`src/rtl/sprite_word_fifo.sv`:
```
// Change-detecting, range-checked sprite word FIFO with a valid/ready output.
// Each distinct in-range word is queued once; a word blocked by a full FIFO stays pending.
module sprite_word_fifo #(
    parameter int unsigned DEPTH  = 4,
    parameter int unsigned ADDR_W = 2,
    parameter logic [9:0]  MAX_X  = 10'd620,
    parameter logic [9:0]  MAX_Y  = 10'd460
) (
    input  logic              clk,
    input  logic              reset,
    input  logic [31:0]       data_in,
    input  logic              enable,
    input  logic              clear_err,
    output logic [31:0]       out_data,
    output logic              out_valid,
    input  logic              out_ready,
    output logic [ADDR_W:0]   fifo_count,
    output logic              overflow,
    output logic              range_err
);

    localparam logic [ADDR_W:0] FULL_CNT = (ADDR_W + 1)'(DEPTH);

    logic [31:0]       mem_q [0:DEPTH-1];
    logic [31:0]       mem_d [0:DEPTH-1];
    logic [ADDR_W-1:0] wr_ptr_q, wr_ptr_d;
    logic [ADDR_W-1:0] rd_ptr_q, rd_ptr_d;
    logic [ADDR_W:0]   count_q, count_d;
    logic [31:0]       last_word_q, last_word_d;
    logic [31:0]       out_data_q, out_data_d;
    logic              out_valid_q, out_valid_d;
    logic              overflow_q, overflow_d;
    logic              range_err_q, range_err_d;

    logic        pop;
    logic        push;
    logic        candidate;
    logic        in_range;
    logic        ovf_set;
    logic        rng_set;
    logic [31:0] head;

    always_comb begin
        pop       = out_valid_q & out_ready & (count_q != '0);
        candidate = enable & (data_in != last_word_q);
        in_range  = (data_in[28:19] <= MAX_X) && (data_in[18:9] <= MAX_Y);
        push      = candidate & in_range & ((count_q != FULL_CNT) | pop);
        ovf_set   = candidate & in_range & ~push;
        rng_set   = candidate & ~in_range;

        mem_d       = mem_q;
        wr_ptr_d    = wr_ptr_q;
        rd_ptr_d    = rd_ptr_q;
        count_d     = count_q;
        last_word_d = last_word_q;

        if (push) begin
            mem_d[wr_ptr_q] = data_in;
            wr_ptr_d        = wr_ptr_q + ADDR_W'(1);
            last_word_d     = data_in;
        end
        // A rejected out-of-range word is remembered so it only flags once.
        if (rng_set) begin
            last_word_d = data_in;
        end
        if (pop) begin
            rd_ptr_d = rd_ptr_q + ADDR_W'(1);
        end

        case ({push, pop})
            2'b10:   count_d = count_q + (ADDR_W + 1)'(1);
            2'b01:   count_d = count_q - (ADDR_W + 1)'(1);
            default: count_d = count_q;
        endcase

        // The registered head must see a word being written this cycle when it lands at the head slot.
        if (push && (rd_ptr_d == wr_ptr_q)) begin
            head = data_in;
        end else begin
            head = mem_q[rd_ptr_d];
        end

        out_valid_d = (count_d != '0);
        out_data_d  = out_valid_d ? head : '0;

        overflow_d  = (overflow_q  & ~clear_err) | ovf_set;
        range_err_d = (range_err_q & ~clear_err) | rng_set;
    end

    always_ff @(posedge clk) begin
        mem_q <= mem_d;
    end

    always_ff @(posedge clk or negedge reset) begin
        if (!reset) begin
            wr_ptr_q    <= '0;
            rd_ptr_q    <= '0;
            count_q     <= '0;
            last_word_q <= '0;
            out_data_q  <= '0;
            out_valid_q <= 1'b0;
            overflow_q  <= 1'b0;
            range_err_q <= 1'b0;
        end else begin
            wr_ptr_q    <= wr_ptr_d;
            rd_ptr_q    <= rd_ptr_d;
            count_q     <= count_d;
            last_word_q <= last_word_d;
            out_data_q  <= out_data_d;
            out_valid_q <= out_valid_d;
            overflow_q  <= overflow_d;
            range_err_q <= range_err_d;
        end
    end

    assign out_data   = out_data_q;
    assign out_valid  = out_valid_q;
    assign fifo_count = count_q;
    assign overflow   = overflow_q;
    assign range_err  = range_err_q;

endmodule

```
`config.mk`:
```
export PLATFORM = sky130hd
export DESIGN_NAME = sprite_word_fifo
export DESIGN_NICKNAME = d
export VERILOG_FILES = /design/src/rtl/sprite_word_fifo.sv
export SDC_FILE = /design/constraint.sdc
export NUM_CORES = 1
export LEC_CHECK = 0
export CORE_UTILIZATION = 30
export CTS_CLUSTER_SIZE = 16
export DETAILED_ROUTE_END_ITERATION = 10
export GPL_ROUTABILITY_DRIVEN = 0
export SLEW_MARGIN = 20
export SYNTH_ARGS = -nofsm -noshare
export SYNTH_HDL_FRONTEND = slang
export SYNTH_SLANG_ARGS = --single-unit
```
`constraint.sdc`:
```
create_clock -name clk -period 2.4 [get_ports clk]
set_input_delay 0.48 -clock clk [delete_from_list [all_inputs] [get_ports clk]]
set_output_delay 0.48 -clock clk [all_outputs]
set_load 0.03 [all_outputs]
```
# Yosys cells after proc, flatten, opt, wreduce, memory -nomap -nowiden
# Cells that the tools add are included.
[word_totals]
reg_bits = 202
inputBits = 37
out_inout_bits = 38
elab_cells = 61
[op_classes]
addsub = 4
magnitude_cmp = 5
n_eq_ne = 5
muxes = 12
bitwise = 17
reduce_logical = 6
[op_table]
columns = ["cell", "count"]
rows = [
  ["2-to-1 mux 32 bit", 7],
  ["bitwise mux 128 bit", 1],
  ["binary-select mux 32 bit (select 2 bit)", 1],
  ["demux 32 bit (select 2 bit)", 1],
  ["inequality test 32 bit", 1],
  ["<= comparator 10 bit, second input constant", 1],
  ["<= comparator 10 x 9 -> 1 bit, second input constant", 1],
  ["AND 1 bit", 9],
  ["greater-or-equal comparator 3 bit, second input constant", 2],
  ["NOT 2 -> 3 bit", 2],
  ["case mux 3 bit (2 select lines)", 1],
  ["nonzero test 3 bit", 2],
  ["adder 2 x 1 -> 2 bit, second input constant", 2],
  ["adder 3 x 1 -> 3 bit, second input constant", 1],
  ["logical AND 1 bit", 3],
  ["less-than comparator 3 x 1 -> 1 bit, second input constant", 1],
  ["inequality test 3 bit, second input constant", 1],
  ["NOT 1 bit", 3],
  ["bitwise OR 1 bit", 3],
  ["subtractor 3 x 1 -> 3 bit, second input constant", 1],
  ["equality test 2 x 1 -> 1 bit, second input constant", 1],
  ["equality test 2 bit", 1],
  ["equality test 2 bit, second input constant", 1],
  ["2-to-1 mux 2 bit", 1],
  ["nonzero test 2 bit", 1],
]

# Depth between registers and ports, before layout
[logic_depth]
ltp_word = 9
depth_mapped = 11

# Worst setup path before layout
# No wires, ideal clock.
[synth_path]
path_kind = "input port to flip-flop"
from = "input port data_in[19]"
to = "register out_data_q[23], in the netlist out_data[23]"
setup_ns = 0.138
arrival_time_ns = 2.796
t_required_ns = 2.262
path_slack_ns = -0.534
path_stages = 11
path_buffers = 1
path_cell_list = "o211a_1 > o2111ai_1 > nand4b_1 > a21o_2 > and2b_1 > fa_1 > and3_1 > mux2i_1 > xor2_1 > clkbuf_1 > a21oi_1"
[synth_via]
elab_chain_cells = 8
[synth_rtl]
columns = ["element", "line", "text"]
rows = [
  ["start, declared", "11", "input logic [31:0] data_in,"],
  ["<= comparator 10 bit / inequality test 32 bit (equally long branches)", "46, 45", ""],
  ["logical AND 1 bit / AND 1 bit (equally long branches)", "46, 45", ""],
  ["AND 1 bit (*) (2 in series)", "47", "push = candidate & in_range & ((count_q != FULL_CNT) | pop);"],
  ["equality test 2 x 1 -> 1 bit / equality test 2 bit (equally long branches)", "70", "case ({push, pop})"],
  ["case mux 3 bit (2 select lines)", "70", ""],
  ["nonzero test 3 bit", "83", "out_valid_d = (count_d != '0);"],
  ["2-to-1 mux 32 bit (*)", "84", "out_data_d = out_valid_d ? head : '0;"],
  ["named net out_data_d[23]", "30", "logic [31:0] out_data_q, out_data_d;"],
  ["end signal, assigned", "109", "out_data_q <= out_data_d;"],
  ["end, declared", "30", ""],
]
# The timed path passes the listed nets; every way through them passes the cells marked *.
# A chain may end at the register's enable or synchronous reset.

# Worst setup path in the final report
[layout_path]
from = "register last_word_q[24]"
to = "register out_data_q[19], in the netlist out_data[19]"
[layout_via]
elab_chain_cells = 8
[layout_rtl]
columns = ["element", "line", "text"]
rows = [
  ["start, declared", "29", "logic [31:0] last_word_q, last_word_d;"],
  ["start signal, assigned", "108", "last_word_q <= last_word_d;"],
  ["inequality test 32 bit (*)", "45", "candidate = enable & (data_in != last_word_q);"],
  ["AND 1 bit (*)", "45", ""],
  ["AND 1 bit (*) (2 in series)", "47", ""],
  ["equality test 2 x 1 -> 1 bit / equality test 2 bit (equally long branches)", "70", ""],
  ["case mux 3 bit (2 select lines)", "70", ""],
  ["nonzero test 3 bit", "83", ""],
  ["2-to-1 mux 32 bit (*)", "84", ""],
  ["named net out_data_d[19]", "30", ""],
]
# Marks and branches as above.

==> run_summary.xml <==
<?xml version="1.0" encoding="UTF-8"?>
<metrics>
  <group name="timing">
    <metric name="grt_setup_unrepaired" unit="">true</metric>
    <metric name="maxSlewViolCount" unit="">0</metric>
    <metric name="timing.final.crit_period" unit="ns">2.773</metric>
    <metric name="fmax" unit="GHz">0.3606</metric>
    <metric name="hold_violations" unit="">0</metric>
    <metric name="setup_viol" unit="">34</metric>
    <metric name="timing.final.crit_share" unit="%">115.5</metric>
    <metric name="worst_clock_skew" unit="ns">0.01641</metric>
    <metric name="maxSlewHeadroom" unit="%">65.96</metric>
    <metric name="post-route-worst-setup-slack" unit="ns">-0.3729</metric>
    <metric name="fin_setup_tns" unit="ns">-11.15</metric>
    <metric name="worst_pin_slew" unit="ns">0.5106</metric>
  </group>
  <group name="placed_design">
    <metric name="dp_hpwl" unit="um">13160</metric>
    <metric name="area_of_placed_instances" unit="sq mm">0.01002</metric>
    <metric name="buffer_ports.inserted" unit="">74</metric>
    <metric name="place_worst_setup_slack" unit="ns">-1.212</metric>
  </group>
  <group name="cells_and_area">
    <metric name="multi_input_comb_area" unit="sq mm">0.002755</metric>
    <metric name="ff_latch_area" unit="sq mm">0.005697</metric>
    <metric name="antenna_diodes" unit="">0</metric>
    <metric name="fin_area" unit="sq mm">0.01133</metric>
    <metric name="area_growth" unit="%">38.20</metric>
    <metric name="layout-drive-gt1-share" unit="%">36.54</metric>
    <metric name="fillers" unit="">2379</metric>
    <metric name="final_net_count" unit="">661</metric>
  </group>
  <group name="routing">
    <metric name="remaining_drc_errors" unit="">0</metric>
    <metric name="wl_met1" unit="um">9072</metric>
    <metric name="detailedRoute.firstPassIterationCount" unit="">6</metric>
    <metric name="maxUsedRoutingLayer" unit="">met4</metric>
    <metric name="detail-route-antenna-nets" unit="">0</metric>
    <metric name="vias_per_cell" unit="">4.786</metric>
    <metric name="wl_met3" unit="um">820</metric>
    <metric name="wl_met2" unit="um">10720</metric>
    <metric name="wl_per_cell" unit="um">21.56</metric>
    <metric name="route.vias.total" unit="">4671</metric>
    <metric name="drt_iter0_drc" unit="">326</metric>
    <metric name="postRouteWirelength" unit="um">21040</metric>
  </group>
  <group name="clock_tree">
    <metric name="tritoncts_num_sinks" unit="">202</metric>
    <metric name="clock_tree.buffer_depth" unit="">3</metric>
    <metric name="numCtsBuffers" unit="">22</metric>
    <metric name="insertion_delay" unit="ns">0.51</metric>
    <metric name="htree_num_levels" unit="">1</metric>
    <metric name="clock-root-buffer" unit="">sky130_fd_sc_hd__clkbuf_16</metric>
    <metric name="cts_tree" unit="">built</metric>
    <metric name="cts.clk_slew.worst_paths" unit="ns">0.06</metric>
  </group>
  <group name="grt">
    <metric name="global_route.usage.total" unit="%">14.68</metric>
    <metric name="grt_first_pass_wirelength" unit="um">30740</metric>
    <metric name="grt_max_degree" unit="">36</metric>
    <metric name="globalRouteOverflowTotal" unit="">0</metric>
    <metric name="number_of_antenna_violations_at_the_first_check_in_global_routing" unit="">0</metric>
    <metric name="grt_pass1_vias" unit="">5117</metric>
  </group>
  <group name="logic_synthesis">
    <metric name="syn_nets" unit="">495</metric>
    <metric name="synth.avg_cell_area" unit="sq um">18.10</metric>
    <metric name="synth.distinct_cells" unit="">44</metric>
    <metric name="synthAdderAreaFrac" unit="%">0.8546</metric>
    <metric name="ys_ff_latch" unit="">202</metric>
    <metric name="yosys.area_share.xor_xnor" unit="%">4.578</metric>
    <metric name="post_synth_edffs" unit="">128</metric>
    <metric name="synth_simple_gate_area_share" unit="%">2.701</metric>
    <metric name="post_synth_arst_share" unit="%">36.63</metric>
    <metric name="area_fraction_in_compound_gates_after_synthesis" unit="%">3.342</metric>
    <metric name="largest_family_of_logic_cells_by_synthesized_area" unit="">multiplexers</metric>
    <metric name="synth.yosys.seq_area_share" unit="%">69.46</metric>
    <metric name="syn-cell-area" unit="sq mm">0.008199</metric>
    <metric name="syn_inst" unit="">453</metric>
    <metric name="yosys_warnings" unit="">0</metric>
    <metric name="muxShareOfSynthArea" unit="%">17.27</metric>
    <metric name="yosys_most_used_dff" unit="">sky130_fd_sc_hd__edfxtp_1</metric>
  </group>
  <group name="floorplan">
    <metric name="floorplan.rows" unit="">60</metric>
    <metric name="ios" unit="">75</metric>
    <metric name="fp.dieArea" unit="sq mm">0.02800</metric>
    <metric name="dieHeight" unit="um">167.3</metric>
    <metric name="initial_cell_density_of_the_core" unit="%">30.51</metric>
    <metric name="placeableCoreArea" unit="sq mm">0.02688</metric>
    <metric name="fp.dieW" unit="um">167.3</metric>
  </group>
  <group name="setup_path">
    <metric name="cpMaxStageDelayCell" unit="">sky130_fd_sc_hd__fa_2</metric>
    <metric name="critical_path.cell_chain" unit="">xnor2_2 &gt; nand4_1 &gt; nor4_4 &gt; a21o_4 &gt; and2b_1 &gt; fa_2 &gt; o21ai_2 &gt; mux2_4 &gt; clkbuf_16 &gt; a21oi_4</metric>
    <metric name="timing.critical_path.fanout_max" unit="">6</metric>
    <metric name="kind_of_end_point_of_the_critical_path" unit="">flop</metric>
    <metric name="cp_slowest_stage_delay" unit="ns">0.45</metric>
    <metric name="critical_path_start_type" unit="">flop</metric>
    <metric name="required_worst_endpoint" unit="ns">2.78</metric>
    <metric name="cp_arrival" unit="ns">3.16</metric>
    <metric name="crit_type" unit="">reg2reg</metric>
  </group>
  <group name="power">
    <metric name="clockPowerShare" unit="%">21.9</metric>
    <metric name="seqPwrFrac" unit="%">30.8</metric>
    <metric name="power.leakage" unit="nW">4.174</metric>
    <metric name="power_report.internal_total" unit="mW">9.569</metric>
    <metric name="share_comb_of_total_power" unit="%">47.3</metric>
    <metric name="power_density" unit="mW/mm^2">1314</metric>
    <metric name="p_sw" unit="mW">5.316</metric>
    <metric name="ir_worst_vdd" unit="V">0.0005331</metric>
    <metric name="power.switching_fraction" unit="%">35.71</metric>
  </group>
  <group name="outcome">
    <metric name="status" unit="">finished with violations</metric>
    <metric name="violated_checks" unit="">setup timing</metric>
  </group>
  <group name="run">
    <metric name="max_cap_viol_count" unit="">0</metric>
  </group>
  <group name="worst_hold_path">
    <metric name="holdCritPathClass" unit="">in2reg</metric>
  </group>
</metrics>
per-stage QoR:
| step | cells | power, mW | util [%] | hold slack [ns] |
|---|---|---|---|---|
| 3_5_place_dp | 920 | 10.20 | 37.29 | 0.4857 |
| 6_report | 976 | 14.88 | 42.16 | 0.3510 |
| 3_3_place_gp | 920 | 10.08 | 37.29 | 0.4827 |
| 4_1_cts | 969 | 14.14 | 41.10 | 0.4208 |
| 2_1_floorplan | 453 | 8.100 | - | 0.1844 |
| 5_1_grt | 976 | 15.51 | 42.16 | 0.3676 |
routing by layer:
| metal | vias up | track usage, % |
|---|---|---|
| met2 | 109 | 26.07 |
| met4 | 0 | 3.391 |
| met5 | - | 0 |
| met3 | 27 | 2.174 |
| li1 | 2089 | - |
| met1 | 2446 | 18.86 |
state kept, by name (all words and copies together) (netlist names):
register / flops
mem_q: 128
last_word_q: 32
out_data: 32
fifo_count: 3
rd_ptr_q: 2
wr_ptr_q: 2
out_valid: 1
overflow: 1
range_err: 1
path summary, 6_finish.rpt:
kind                                             startpoint                           to  slack [ns]  cells after the start
max in group asynchronous                             reset           overflow$_DFF_PN0_        1.33                      3
worst max register to register  last_word_q[24]$_DFFE_PN0P_       out_data[19]$_DFF_PN0_       -0.37                     10
worst min-delay path                             data_in[0]          mem_q[64]$_DFFE_PP_        0.35                      1
min in group asynchronous                             reset        out_data[3]$_DFF_PN0_        0.48                      2
worst max-delay path            last_word_q[24]$_DFFE_PN0P_       out_data[19]$_DFF_PN0_       -0.37                     10
worst min register to register  last_word_q[30]$_DFFE_PN0P_  last_word_q[30]$_DFFE_PN0P_        0.51                      1
layout make-up:
| class | count | area share [%] |
|---|---|---|
| Sequential cell | 202 | 50.28 |
| Timing Repair Buffer | 160 | 15.12 |
| Tap cell | 341 | 3.765 |
| Inverter | 10 | 0.3313 |
| Clock buffer | 28 | 5.322 |
| Clock inverter | 12 | 0.8723 |
| Multi-Input combinational cell | 223 | 24.32 |
power by group through the flow:
stage          logic, mW  registers, mW  clock network [mW]
2_1_floorplan       2.89           5.21                   0
3_3_place_gp        5.46           4.63                   0
3_5_place_dp        5.55           4.64                   0
4_1_cts             6.22           4.59                3.33
5_1_grt             7.42           4.64                3.45
6_report            7.04           4.59                3.26
synth_stat cells, types with 2 or more instances:
library cell / count / area (sq um)
sky130_fd_sc_hd__edfxtp_1: 128 / 3844
sky130_fd_sc_hd__dfrtp_1: 74 / 1852
sky130_fd_sc_hd__xnor2_1: 35 / 306.5
sky130_fd_sc_hd__a21oi_1: 33 / 165.2
sky130_fd_sc_hd__mux2_1: 32 / 360.4
sky130_fd_sc_hd__mux2i_1: 32 / 320.3
sky130_fd_sc_hd__mux4_2: 31 / 698.2
sky130_fd_sc_hd__nand4_1: 8 / 50.05
sky130_fd_sc_hd__inv_1: 7 / 26.28
sky130_fd_sc_hd__clkbuf_1: 6 / 22.52
sky130_fd_sc_hd__nand2_1: 5 / 18.77
sky130_fd_sc_hd__nor2_1: 5 / 18.77
sky130_fd_sc_hd__and2_1: 4 / 25.02
sky130_fd_sc_hd__ha_1: 4 / 50.05
sky130_fd_sc_hd__nand3_1: 4 / 20.02
sky130_fd_sc_hd__o21ai_0: 4 / 20.02
sky130_fd_sc_hd__buf_1: 3 / 11.26
sky130_fd_sc_hd__buf_2: 3 / 15.01
sky130_fd_sc_hd__buf_6: 3 / 33.78
sky130_fd_sc_hd__dlygate4sd1_1: 3 / 26.28
sky130_fd_sc_hd__inv_2: 3 / 11.26
sky130_fd_sc_hd__and3_1: 2 / 12.51
sky130_fd_sc_hd__nor4_1: 2 / 12.51
sky130_fd_sc_hd__o22ai_1: 2 / 12.51
repair_timing:
action | 4_1_cts | 5_1_grt
setup buffers | 5 | 4
endpoints found under the setup margin | 196 | 193
pin swaps | 3 | 27
cloned | 3 | 4
hold buffers | 1 | 0
endpoints found under the hold margin | 32 | 0
gates resized for setup | 70 | 42
kinds of logic (layout without fill, tap and decap cells):
| logic type | count (synthesis) | count (layout) |
|---|---|---|
| flip-flops | 202 | 202 |
| multiplexers | 97 | 97 |
| AO/OA/AOI/OAI | 46 | 46 |
| XOR/XNOR | 39 | 39 |
| AND/OR/NAND/NOR | 36 | 36 |
| buffers and inverters | 28 | 210 |
| adder cells (fa/ha/maj) | 5 | 5 |
worst max-delay path, delay by kind of cell (launching register included):
kind	cells	cell delay (ns)
AOI/OAI and AO/OA	3	0.36
adders and majority gates	1	0.45
DFF	1	0.41
muxes	1	0.31
xor gates and xnor gates	1	0.22
and+or+nand+nor	3	0.67
buffers and inverters	1	0.22
placed cells by master (no fill, tap or decap), types with 4 or more instances in the layout:
cell,count
sky130_fd_sc_hd__clkdlybuf4s50_1,42
sky130_fd_sc_hd__xnor2_1,17
sky130_fd_sc_hd__inv_1,7
sky130_fd_sc_hd__dlygate4sd2_1,25
sky130_fd_sc_hd__buf_4,58
sky130_fd_sc_hd__clkinv_2,5
sky130_fd_sc_hd__dfrtp_1,73
sky130_fd_sc_hd__clkbuf_16,25
sky130_fd_sc_hd__mux2i_1,31
sky130_fd_sc_hd__nand3_1,4
sky130_fd_sc_hd__a21oi_2,30
sky130_fd_sc_hd__xnor2_2,17
sky130_fd_sc_hd__and2_2,4
sky130_fd_sc_hd__dlymetal6s2s_1,6
sky130_fd_sc_hd__ha_1,4
sky130_fd_sc_hd__buf_12,16
sky130_fd_sc_hd__mux4_2,31
sky130_fd_sc_hd__nand4_1,8
sky130_fd_sc_hd__mux2_1,32
sky130_fd_sc_hd__buf_6,4
sky130_fd_sc_hd__edfxtp_1,128
Power figures use the tool's default switching activity.
